[config.mk]
export PLATFORM = sky130hd
export DESIGN_NAME = rom_arbiter
export DESIGN_NICKNAME = d
export VERILOG_FILES = /design/src/rtl/rom_arbiter_pkg.sv /design/src/rtl/rom_arbiter_rr_pick2.sv /design/src/rtl/rom_arbiter.sv
export SDC_FILE = /design/constraint.sdc
export NUM_CORES = 1
export LEC_CHECK = 0
export CORE_MARGIN = 5
export CORE_UTILIZATION = 41
export DETAILED_ROUTE_END_ITERATION = 8
export HOLD_SLACK_MARGIN = 0.1
export PLACE_DENSITY_LB_ADDON = 0.15
export SLEW_MARGIN = 25
export SYNTH_ARGS = -nofsm -noshare
export SYNTH_HDL_FRONTEND = slang
export SYNTH_SLANG_ARGS = --single-unit
[constraint.sdc]
create_clock -name clock -period 1.7 [get_ports clock]
set_input_delay 0.34 -clock clock [delete_from_list [all_inputs] [get_ports clock]]
set_output_delay 0.34 -clock clock [all_outputs]
set_load 0.1 [all_outputs]
[src/rtl/rom_arbiter_pkg.sv]
// rtl/rom_arbiter_pkg.sv - shared types for the two-requester ROM arbiter
//
// Purpose: requester id encoding and the pipeline stage tag used by
//          rom_arbiter and its round-robin picker.
// Ports:   none (package).
package rom_arbiter_pkg;

    // Requester id: 0 = requester 0, 1 = requester 1.
    typedef logic req_id_t;

    // Tag carried alongside each in-flight ROM access.
    typedef struct packed {
        logic    valid;
        req_id_t id;
    } tag_t;

endpackage

[src/rtl/rom_arbiter_rr_pick2.sv]
// rtl/rom_arbiter_rr_pick2.sv - two-way round-robin picker (combinational)
//
// Purpose: choose one of two eligible requesters, using pointer to break ties.
// Ports:
//   eligible    in  [1:0]  per-requester eligibility (req and not busy)
//   pointer     in  1      preferred requester when both are eligible
//   grant_valid out 1      at least one requester eligible
//   grant_id    out 1      winning requester
module rom_arbiter_rr_pick2
    import rom_arbiter_pkg::*;
(
    input  logic [1:0] eligible,
    input  req_id_t    pointer,
    output logic       grant_valid,
    output req_id_t    grant_id
);

    always_comb begin
        grant_valid = |eligible;
        grant_id    = 1'b0;
        case (eligible)
            2'b01:   grant_id = 1'b0;
            2'b10:   grant_id = 1'b1;
            2'b11:   grant_id = pointer;
            default: grant_id = 1'b0;
        endcase
    end

endmodule

[src/rtl/rom_arbiter.sv]
// rtl/rom_arbiter.sv - round-robin sharing of one registered-output ROM by two requesters
//
// Purpose: grant one request per cycle, drive the ROM address, track the owner
//          of each in-flight access through the ROM latency, and return the
//          data with a one-cycle acknowledge.
// Ports:
//   clock, reset        clock; synchronous active-high reset
//   req0/addr0          requester 0 request (held until ack0) and address
//   ack0/data0          requester 0 acknowledge pulse and registered data
//   req1/addr1          requester 1 request and address
//   ack1/data1          requester 1 acknowledge pulse and registered data
//   rom_address         registered ROM address
//   rom_q               ROM registered output, valid one cycle after rom_address
module rom_arbiter
    import rom_arbiter_pkg::*;
#(
    parameter int A_WIDTH = 12,
    parameter int D_WIDTH = 8
) (
    input  logic               clock,
    input  logic               reset,
    input  logic               req0,
    input  logic [A_WIDTH-1:0] addr0,
    output logic               ack0,
    output logic [D_WIDTH-1:0] data0,
    input  logic               req1,
    input  logic [A_WIDTH-1:0] addr1,
    output logic               ack1,
    output logic [D_WIDTH-1:0] data1,
    output logic [A_WIDTH-1:0] rom_address,
    input  logic [D_WIDTH-1:0] rom_q
);

    logic [A_WIDTH-1:0] rom_address_q, rom_address_d;
    tag_t               tag1_q, tag1_d;
    tag_t               tag2_q, tag2_d;
    logic [1:0]         busy_q, busy_d;
    req_id_t            pointer_q, pointer_d;
    logic [1:0]         ack_q, ack_d;
    logic [D_WIDTH-1:0] data0_q, data0_d;
    logic [D_WIDTH-1:0] data1_q, data1_d;

    logic [1:0] eligible;
    logic       grant_valid;
    req_id_t    grant_id;

    // A requester with an access in flight is not eligible, so it cannot be
    // granted twice before its ack.
    assign eligible = {req1 & ~busy_q[1], req0 & ~busy_q[0]};

    rom_arbiter_rr_pick2 u_pick (
        .eligible    (eligible),
        .pointer     (pointer_q),
        .grant_valid (grant_valid),
        .grant_id    (grant_id)
    );

    always_comb begin
        rom_address_d = rom_address_q;
        tag1_d        = '0;
        tag2_d        = tag1_q;
        busy_d        = busy_q;
        pointer_d     = pointer_q;
        ack_d         = 2'b00;
        data0_d       = data0_q;
        data1_d       = data1_q;

        // Return stage: the ROM output now belongs to the access tagged two
        // edges ago.
        if (tag2_q.valid) begin
            ack_d[tag2_q.id]  = 1'b1;
            busy_d[tag2_q.id] = 1'b0;
            if (tag2_q.id) begin
                data1_d = rom_q;
            end else begin
                data0_d = rom_q;
            end
        end

        // Grant stage. The winner is never busy, so it never collides with
        // the busy bit cleared by the return stage above.
        if (grant_valid) begin
            rom_address_d    = grant_id ? addr1 : addr0;
            tag1_d           = '{valid: 1'b1, id: grant_id};
            busy_d[grant_id] = 1'b1;
            pointer_d        = ~grant_id;
        end
    end

    always_ff @(posedge clock) begin
        if (reset) begin
            rom_address_q <= '0;
            tag1_q        <= '0;
            tag2_q        <= '0;
            busy_q        <= 2'b00;
            pointer_q     <= 1'b0;
            ack_q         <= 2'b00;
            data0_q       <= '0;
            data1_q       <= '0;
        end else begin
            rom_address_q <= rom_address_d;
            tag1_q        <= tag1_d;
            tag2_q        <= tag2_d;
            busy_q        <= busy_d;
            pointer_q     <= pointer_d;
            ack_q         <= ack_d;
            data0_q       <= data0_d;
            data1_q       <= data1_d;
        end
    end

    assign rom_address = rom_address_q;
    assign ack0        = ack_q[0];
    assign ack1        = ack_q[1];
    assign data0       = data0_q;
    assign data1       = data1_q;

endmodule

After elaboration in Yosys (flattened, before gate mapping)
Index checks and enable logic that the tools add are counted.
{"block": "classes", "add_sub_neg": 0, "multipliers": 0, "div_mod_pow": 0, "order_cmp": 4, "n_eq_ne": 2, "n_shift": 0, "muxes": 9, "bitwise": 11, "reduce_logical": 7}
{"cell": "12-bit 2-to-1 mux", "n": 1}
{"cell": "2-bit 2-to-1 mux", "n": 3}
{"cell": "1-bit inverter", "n": 6}
{"cell": "2-bit OR reduction", "n": 3}
{"cell": "2-bit equality test, second input constant", "n": 2}
{"cell": "1-bit by 2-bit less-than comparator with 1-bit output, second input constant", "n": 2}
{"cell": "2-bit AND reduction", "n": 2}
{"cell": "1-bit bitwise AND", "n": 2}
{"cell": "2-bit bitwise AND", "n": 1}
{"cell": "1-bit demux with 1-bit select", "n": 2}
{"cell": "1-bit >= comparator, second input constant", "n": 2}
{"cell": "1-bit logical AND", "n": 2}
{"cell": "1-bit 2-to-1 mux", "n": 2}
{"cell": "2-bit inverter", "n": 1}
{"cell": "2-bit OR", "n": 1}
{"cell": "1-bit one-hot mux with 2 select lines", "n": 1}
{"block": "word_totals", "register_bits": 37, "latch_bits": 0, "ramBits": 0, "romBits": 0, "inputBits": 36, "output_inout_bits": 30, "elab_cells": 43, "memories": 0}

Longest topological paths before layout
Gate-level depths: netlist (run 1).
{"block": "logic_depth", "ltp_word": 10, "mapped_depth": 5, "depth_no_buf": 3}

By module
Synthesis (run 1) repeated with hierarchy kept, for this count alone.
{"block": "unflattened", "cells_unflattened": 156, "area_unflattened_um2": 1398.8}
{"mod": "rom_arbiter", "n_inst": 1, "cells_each": 153, "area_per_inst_um2": 1381.3, "seq_area_each_um2": 740.7}
{"mod": "rom_arbiter_rr_pick2", "n_inst": 1, "cells_each": 3, "area_per_inst_um2": 17.5, "seq_area_each_um2": 0.0}

Least setup slack after synthesis (run 1)
No wires, ideal clock.
{"block": "synth_timing", "kind": "register -> register", "startpoint": "register pointer_q", "endpoint": "register rom_address_q[0], in the netlist rom_address[0]", "setup_ns": 0.120, "arrival_ns": 1.241, "required_ns": 1.580, "path_slack_ns": 0.340, "stages_incl_launch_ff": 5, "path_buffers": 1, "cell_sequence": "dfxtp_1 -> or3b_4 -> buf_6 -> and4_1 -> a211o_1"}
{"block": "synth_between", "elab_chain_cells": 2}
{"item": "start: declaration", "line_no": "rom_arbiter.sv:38", "rtl": "req_id_t pointer_q, pointer_d;"}
{"item": "start signal: assignment", "line_no": "rom_arbiter.sv:105", "rtl": "pointer_q <= pointer_d;"}
{"item": "1-bit one-hot mux with 2 select lines", "line_no": "rom_arbiter_rr_pick2.sv:21", "rtl": "case (eligible)"}
{"item": "12-bit 2-to-1 mux", "line_no": "rom_arbiter.sv:83", "rtl": "rom_address_d = grant_id ? addr1 : addr0;"}
{"item": "end signal: assignment", "line_no": "rom_arbiter.sv:101", "rtl": "rom_address_q <= rom_address_d;"}
{"item": "end: declaration", "line_no": "rom_arbiter.sv:34", "rtl": "logic [A_WIDTH-1:0] rom_address_q, rom_address_d;"}
No other way between the ends.
A chain may end at the register's enable or synchronous reset.

Worst setup path after layout (run 1)
{"block": "layout_timing", "startpoint": "input req0", "endpoint": "register rom_address_q[0], in the netlist rom_address[0]"}
{"block": "layout_between", "elab_chain_cells": 4, "word_cells_on_any_way": 6, "cone_classes": "eq/ne (2); mux (2); bitwise (1); reduce/logical (1)"}
{"item": "start: declaration", "line_no": "rom_arbiter.sv:22", "rtl": "input logic req0,"}
{"item": "1-bit bitwise AND *", "line_no": "rom_arbiter.sv:49", "rtl": "assign eligible = {req1 & ~busy_q[1], req0 & ~busy_q[0]};"}
{"item": "2-bit equality test", "line_no": "rom_arbiter_rr_pick2.sv:21"}
{"item": "1-bit one-hot mux with 2 select lines", "line_no": "rom_arbiter_rr_pick2.sv:21"}
{"item": "12-bit 2-to-1 mux", "line_no": "rom_arbiter.sv:83"}
Every way passes the cells marked *; elsewhere a longest branch is shown, timed or not.

==> run_results.csv, run 1 <==
group,metric,value,unit
run_status,status,"finished, final reports clean",
placement,place_ws,-0.2591,ns
clock_network,cts_tree,"done",
die,rows,22,
setup_path,rr_startpoint,"busy_q[0]",
setup_path,worstPathMaxFanout,12,
grt,grt_pass1_vias,1550,
synthesis,synth_area,0.001494,sq mm
sta,worstMarginPinSlew,0.5411,ns
setup_path,reg2regPathDepth,3,
placement,routabilityCongestion,0.7921,
clock_network,cts_max_level,2,
setup_path,ff2ff_setup_slack,0.28,ns
placement,hpwl,3.373,mm
grt,grt-ovfl-total,0,
route,dr_total_vias,1502,
clock_network,cts_made_buffers,5,
route,vias_per_cell,5.252,
clock_network,numClockSinks,37,
synthesis,synthesis.nets,206,
die,start_util,0.4143,
clock_network,clk_pin_slew_worst_paths,0.07,ns
synthesis,syn-mean-instance-area,8.788,sq um
clock_network,clock_path_buffers,2,
route,ant_nets,0,
die,io_pins,66,
cells_and_area,final_util,0.7221,
die,core_area,0.003606,sq mm
sta,rsz0062_at_grt,"true",
setup_path,arrival,1.89,ns
clock_network,root_buffer,"clkbuf_8",
grt,antenna_found_initial,0,
clock_network,cts_setup_buffers,0,
sta,finalCritPeriodShare,0.9764,
setup_path,cp_data_required_time,1.93,ns
sta,worst_slack,0.04011,ns
cells_and_area,layoutNonFillerInstCount,286,
sta,timing.hold.ws,0.4583,ns
worst_hold_path,hold_class,"flip-flop to flip-flop",
synthesis,yosysWarnings,0,
die,die_w,70.37,microns
sta,timing.fmax,602.4,MHz
power_and_ir_drop,leakage,1.095,nW
sta,tns,0,ns
setup_path,startpoint_type,"input port",
sta,drv_slew,0,
sta,skew,0.003582,ns
cells_and_area,fill_cells,263,
die,die_y,70.37,microns
setup_path,worst-setup-path-type,"input port to flip-flop",
setup_path,endpoint_kind,"flip-flop",
die,dieArea,0.004951,sq mm
placement,dp_cells,278,
setup_path,critPathLaunch,"req0",
cells_and_area,area_delta_synth_final,74.29,%
synthesis,ys_seq_elements,37,
setup_path,r2r-end,"rom_address[0]",
power_and_ir_drop,power_density,911.4,mW/mm^2
synthesis,yosysSeqAreaShare,0.4958,
sta,finalHoldViolCount,0,
sta,period_minus_slack,1.660,ns
job,maxCapViolCount,0,
cells_and_area,fin_nets,273,
route,drt_first_pass_iters,4,
route,wire_per_inst,15.17,microns
grt,grt_max_degree,24,
setup_path,cp-endpoint,"rom_address[0]",
route,drc_errors,0,
placement,io_buffer_count,65,
route,drtIter0Drc,71,
cells_and_area,n_antenna_cell,0,
clock_network,clkLatencyLatePin,0.28,ns
route,postRouteWirelength,4.339,mm
synthesis,synth_cell_type_count,20,
power_and_ir_drop,worst_ir_drop_vdd,0.6216,mV
grt,track_usage,0.1763,
cells_and_area,drive_above_1_share,0.2101,
sta,setup_viol,0,
grt,grt_pass1_wl,7.031,mm
sta,max-slew-margin-rel,0.6385,
synthesis,netlist_instances,170,
## worst min-delay path by stage
stage                    from        end  slack, ns  depth (start not counted)
global route        tag1_q[0]  tag2_q[0]       0.48                          1
global placement    tag1_q[1]  tag2_q[1]       0.42                          1
detailed placement  tag1_q[1]  tag2_q[1]       0.44                          1
finish              tag1_q[0]  tag2_q[0]       0.46                          1
floorplan           tag1_q[0]  tag2_q[0]       0.41                          1
CTS                 tag1_q[1]  tag2_q[1]       0.46                          1
## per-stage QoR
| stage | area [sq um] | power [mW] |
|---|---|---|
| after CTS | 2599 | 2.389 |
| final | 2604 | 2.373 |
| after floorplan | 1494 | 1.449 |
| after global placement | 2512 | 1.779 |
| after detailed placement | 2512 | 1.800 |
| after global routing | 2604 | 2.467 |
## routing by layer
metal | routed length [microns] | GRT usage
met2 | 2349 | 0.3181
met4 | 51 | 0.05957
met3 | 317 | 0.05180
met5 | 0 | 0
met1 | 1621 | 0.1945
## state kept, by name, indices dropped and copies added, names as in the netlist
name         flops
data0            8
ack_q            2
busy_q           2
tag1_q           2
rom_address     12
tag2_q           2
pointer_q        1
data1            8
## synth_stat cells
master | number | area (sq um)
a2111oi_0 | 12 | 105.1
a211o_1 | 12 | 105.1
a21oi_1 | 18 | 90.09
a32o_1 | 1 | 10.01
and2_1 | 1 | 6.260
and4_1 | 12 | 105.1
buf_1 | 2 | 7.510
buf_2 | 3 | 15.01
buf_6 | 1 | 11.26
clkbuf_1 | 9 | 33.78
dfxtp_1 | 37 | 740.7
inv_1 | 13 | 48.80
nand2_1 | 35 | 131.4
nand2b_1 | 2 | 12.51
nor2_1 | 3 | 11.26
nor2b_1 | 5 | 31.28
nor3_1 | 1 | 5.000
o21a_1 | 1 | 7.510
o21ai_0 | 1 | 5.000
or3b_4 | 1 | 11.26
## power breakdown
group / total, mW / switching (mW) / internal (mW)
Sequential: 0.987 / 0.0587 / 0.928
Combinational: 0.794 / 0.474 / 0.320
Clock: 0.592 / 0.310 / 0.283
Total: 2.37 / 0.842 / 1.53
## timing repair
item	in CTS	in global routing
resized for setup	0	3
hold endpoints to repair	0	0
hold buffers	0	0
setup endpoints to repair	0	11
## critical path, stage by stage
cell             delay (ns)
clkdlybuf4s50_1        0.50
buf_4                  0.13
nand2b_1               0.25
a2111oi_0              0.51
a211o_1                0.16
## cells in the final DEF, fill, tap and decap left out
cell / instances
dfxtp_1: 37
nand2_1: 35
clkdlybuf4s50_1: 35
buf_12: 30
a21oi_1: 18
inv_1: 13
and4_1: 12
a211o_1: 12
a2111oi_0: 10
buf_4: 10
clkbuf_8: 5
nor2b_1: 4
nor2_1: 3
nand2b_1: 2
a2111oi_1: 2
clkinv_2: 2
nor2b_2: 1
nor3_1: 1
or3b_4: 1
o21a_1: 1
a32o_1: 1
o21ai_0: 1
and2_1: 1
clkinvlp_4: 1
## cells by family (layout without fill, tap and decap cells)
kind of cell | Yosys count | after routing | synth area share
AOI/OAI and AO/OA | 45 | 45 | 0.2161
buffers and inverters | 28 | 96 | 0.07789
DFF | 37 | 37 | 0.4958
and+or+nand+nor | 60 | 60 | 0.2102
## final cells by class
type	instances	area [sq um]	share of cell area
clock buffer	5	68.82	0.02643
clock inverter	3	17.52	0.006728
inverter	13	48.80	0.01874
multi-input combinational	105	641.9	0.2465
sequential	37	740.7	0.2845
tap	48	60.06	0.02307
timing repair buffer	75	1026	0.3940
Note: power is estimated with default switching activity, not from simulation.
==> inputs of run 2 (changes only) <==
PLACE_DENSITY_LB_ADDON = 0.25   (was 0.15)
==> run 2 against run 1 <==
  * Die area unchanged
  * Critical endpoint unchanged
  * Global-route usage decreased by 0.53 points
  * Largest cell class unchanged
  * Count of clock-buffer cells in the layout unchanged
==> run_results.csv, run 2 (synthesized netlist as in run 1, its figures left out) <==
group,metric,value,unit
sta,max-slew-margin-rel,0.6246,
cells_and_area,layout_commonest_cell,"dfxtp_1",
setup_path,worst-setup-path-type,"input port to flip-flop",
grt,antenna_found_initial,0,
job,maxCapViolCount,0,
setup_path,cp_data_required_time,1.92,ns
die,dieArea,0.004951,sq mm
worst_hold_path,hold_class,"flip-flop to flip-flop",
grt,grt_pass1_vias,1470,
clock_network,clkLatencyLatePin,0.28,ns
setup_path,arrival,1.79,ns
setup_path,worstPathMaxFanout,12,
route,wire_per_inst,14.39,microns
sta,setup_viol,0,
setup_path,rr_startpoint,"busy_q[0]",
sta,rsz0062_at_grt,"false",
route,ant_nets,0,
grt,track_usage,0.1710,
clock_network,root_buffer,"clkbuf_8",
die,die_y,70.37,microns
cells_and_area,layout_common_cells,"dfxtp_1 (37), nand2_1 (35), clkdlybuf4s50_1 (35)",
clock_network,clk_pin_slew_worst_paths,0.07,ns
cells_and_area,fin_nets,274,
setup_path,startpoint_type,"input port",
power_and_ir_drop,leakage,1.113,nW
clock_network,cts_setup_buffers,0,
sta,tns,0,ns
clock_network,clock_path_buffers,2,
die,core_area,0.003606,sq mm
clock_network,cts_resized,0,
cells_and_area,largest_reg_flops,12,
route,vias_per_cell,5.182,
die,io_pins,66,
placement,place_ws,-0.1575,ns
cells_and_area,drive_above_1_share,0.2059,
clock_network,cts_max_level,2,
placement,routabilityCongestion,0.7787,
cells_and_area,n_antenna_cell,0,
grt,grt_max_degree,18,
sta,timing.hold.ws,0.4377,ns
cells_and_area,final_util,0.7311,
cells_and_area,layoutNonFillerInstCount,286,
power_and_ir_drop,power_density,948.7,mW/mm^2
setup_path,critPathLaunch,"req0",
sta,skew,0.005985,ns
cells_and_area,final_area,0.002636,sq mm
sta,period_minus_slack,1.567,ns
sta,finalCritPeriodShare,0.9216,
sta,timing.fmax,638.3,MHz
worst_hold_path,min-delay-start,"tag1_q[1]",
clock_network,cts_made_buffers,5,
route,drt_first_pass_iters,4,
cells_and_area,area_delta_synth_final,76.47,%
route,dr_total_vias,1482,
placement,dp_cells,279,
setup_path,endpoint_kind,"flip-flop",
power_and_ir_drop,worst_ir_drop_vdd,0.7272,mV
clock_network,cts_tree,"done",
route,drc_errors,0,
placement,place_area,0.002532,sq mm
placement,io_buffer_count,65,
grt,grt-ovfl-total,0,
run_status,status,"finished, final reports clean",
sta,drv_slew,0,
clock_network,numClockSinks,37,
route,postRouteWirelength,4.116,mm
die,die_w,70.37,microns
grt,grt_pass1_wl,6.872,mm
power_and_ir_drop,power,2.501,mW
placement,hpwl,3.084,mm
sta,worstMarginPinSlew,0.5620,ns
sta,worst_slack,0.1334,ns
route,drtIter0Drc,101,
clock_network,cts-hold-fix-buffers,0,
die,rows,22,
die,start_util,0.4143,
sta,finalHoldViolCount,0,
run 2: power breakdown:
part           leakage, nW  switching, mW  internal [mW]
clock network       0.0540          0.290          0.426
registers            0.303         0.0604          0.928
logic                0.756          0.471          0.325
run 2: per-layer routing:
layer  global-route usage  routed length (microns)  vias up
met5                    0                        0        -
met4              0.07234                       51        0
met3              0.04604                      268        4
met2               0.2827                     2159       56
met1               0.2072                     1637      688
li1                     -                        -      734
run 2: path summary, 6_finish.rpt:
check	end	slack, ns	cells past startpoint
worst min-delay path	tag2_q[1]	0.44	1
worst min register to register	tag2_q[1]	0.44	1
worst max register to register	rom_address[11]	0.31	3
worst max-delay path	rom_address[0]	0.13	5
run 2: area by class of cell:
cell class	count	area, sq um
well taps	48	60.06
multi-input cells	105	636.9
repair buffers	76	1046
clock buffers	5	68.82
inverters	13	48.80
clock inverters	2	35.03
flip-flops and latches	37	740.7
fillers	250	969.7
run 2: worst max-delay path, stage by stage:
cell and delay, ns:
clkdlybuf4s50_1 0.47, buf_4 0.11, nand2b_1 0.21, a2111oi_0 0.50
a211o_1 0.17
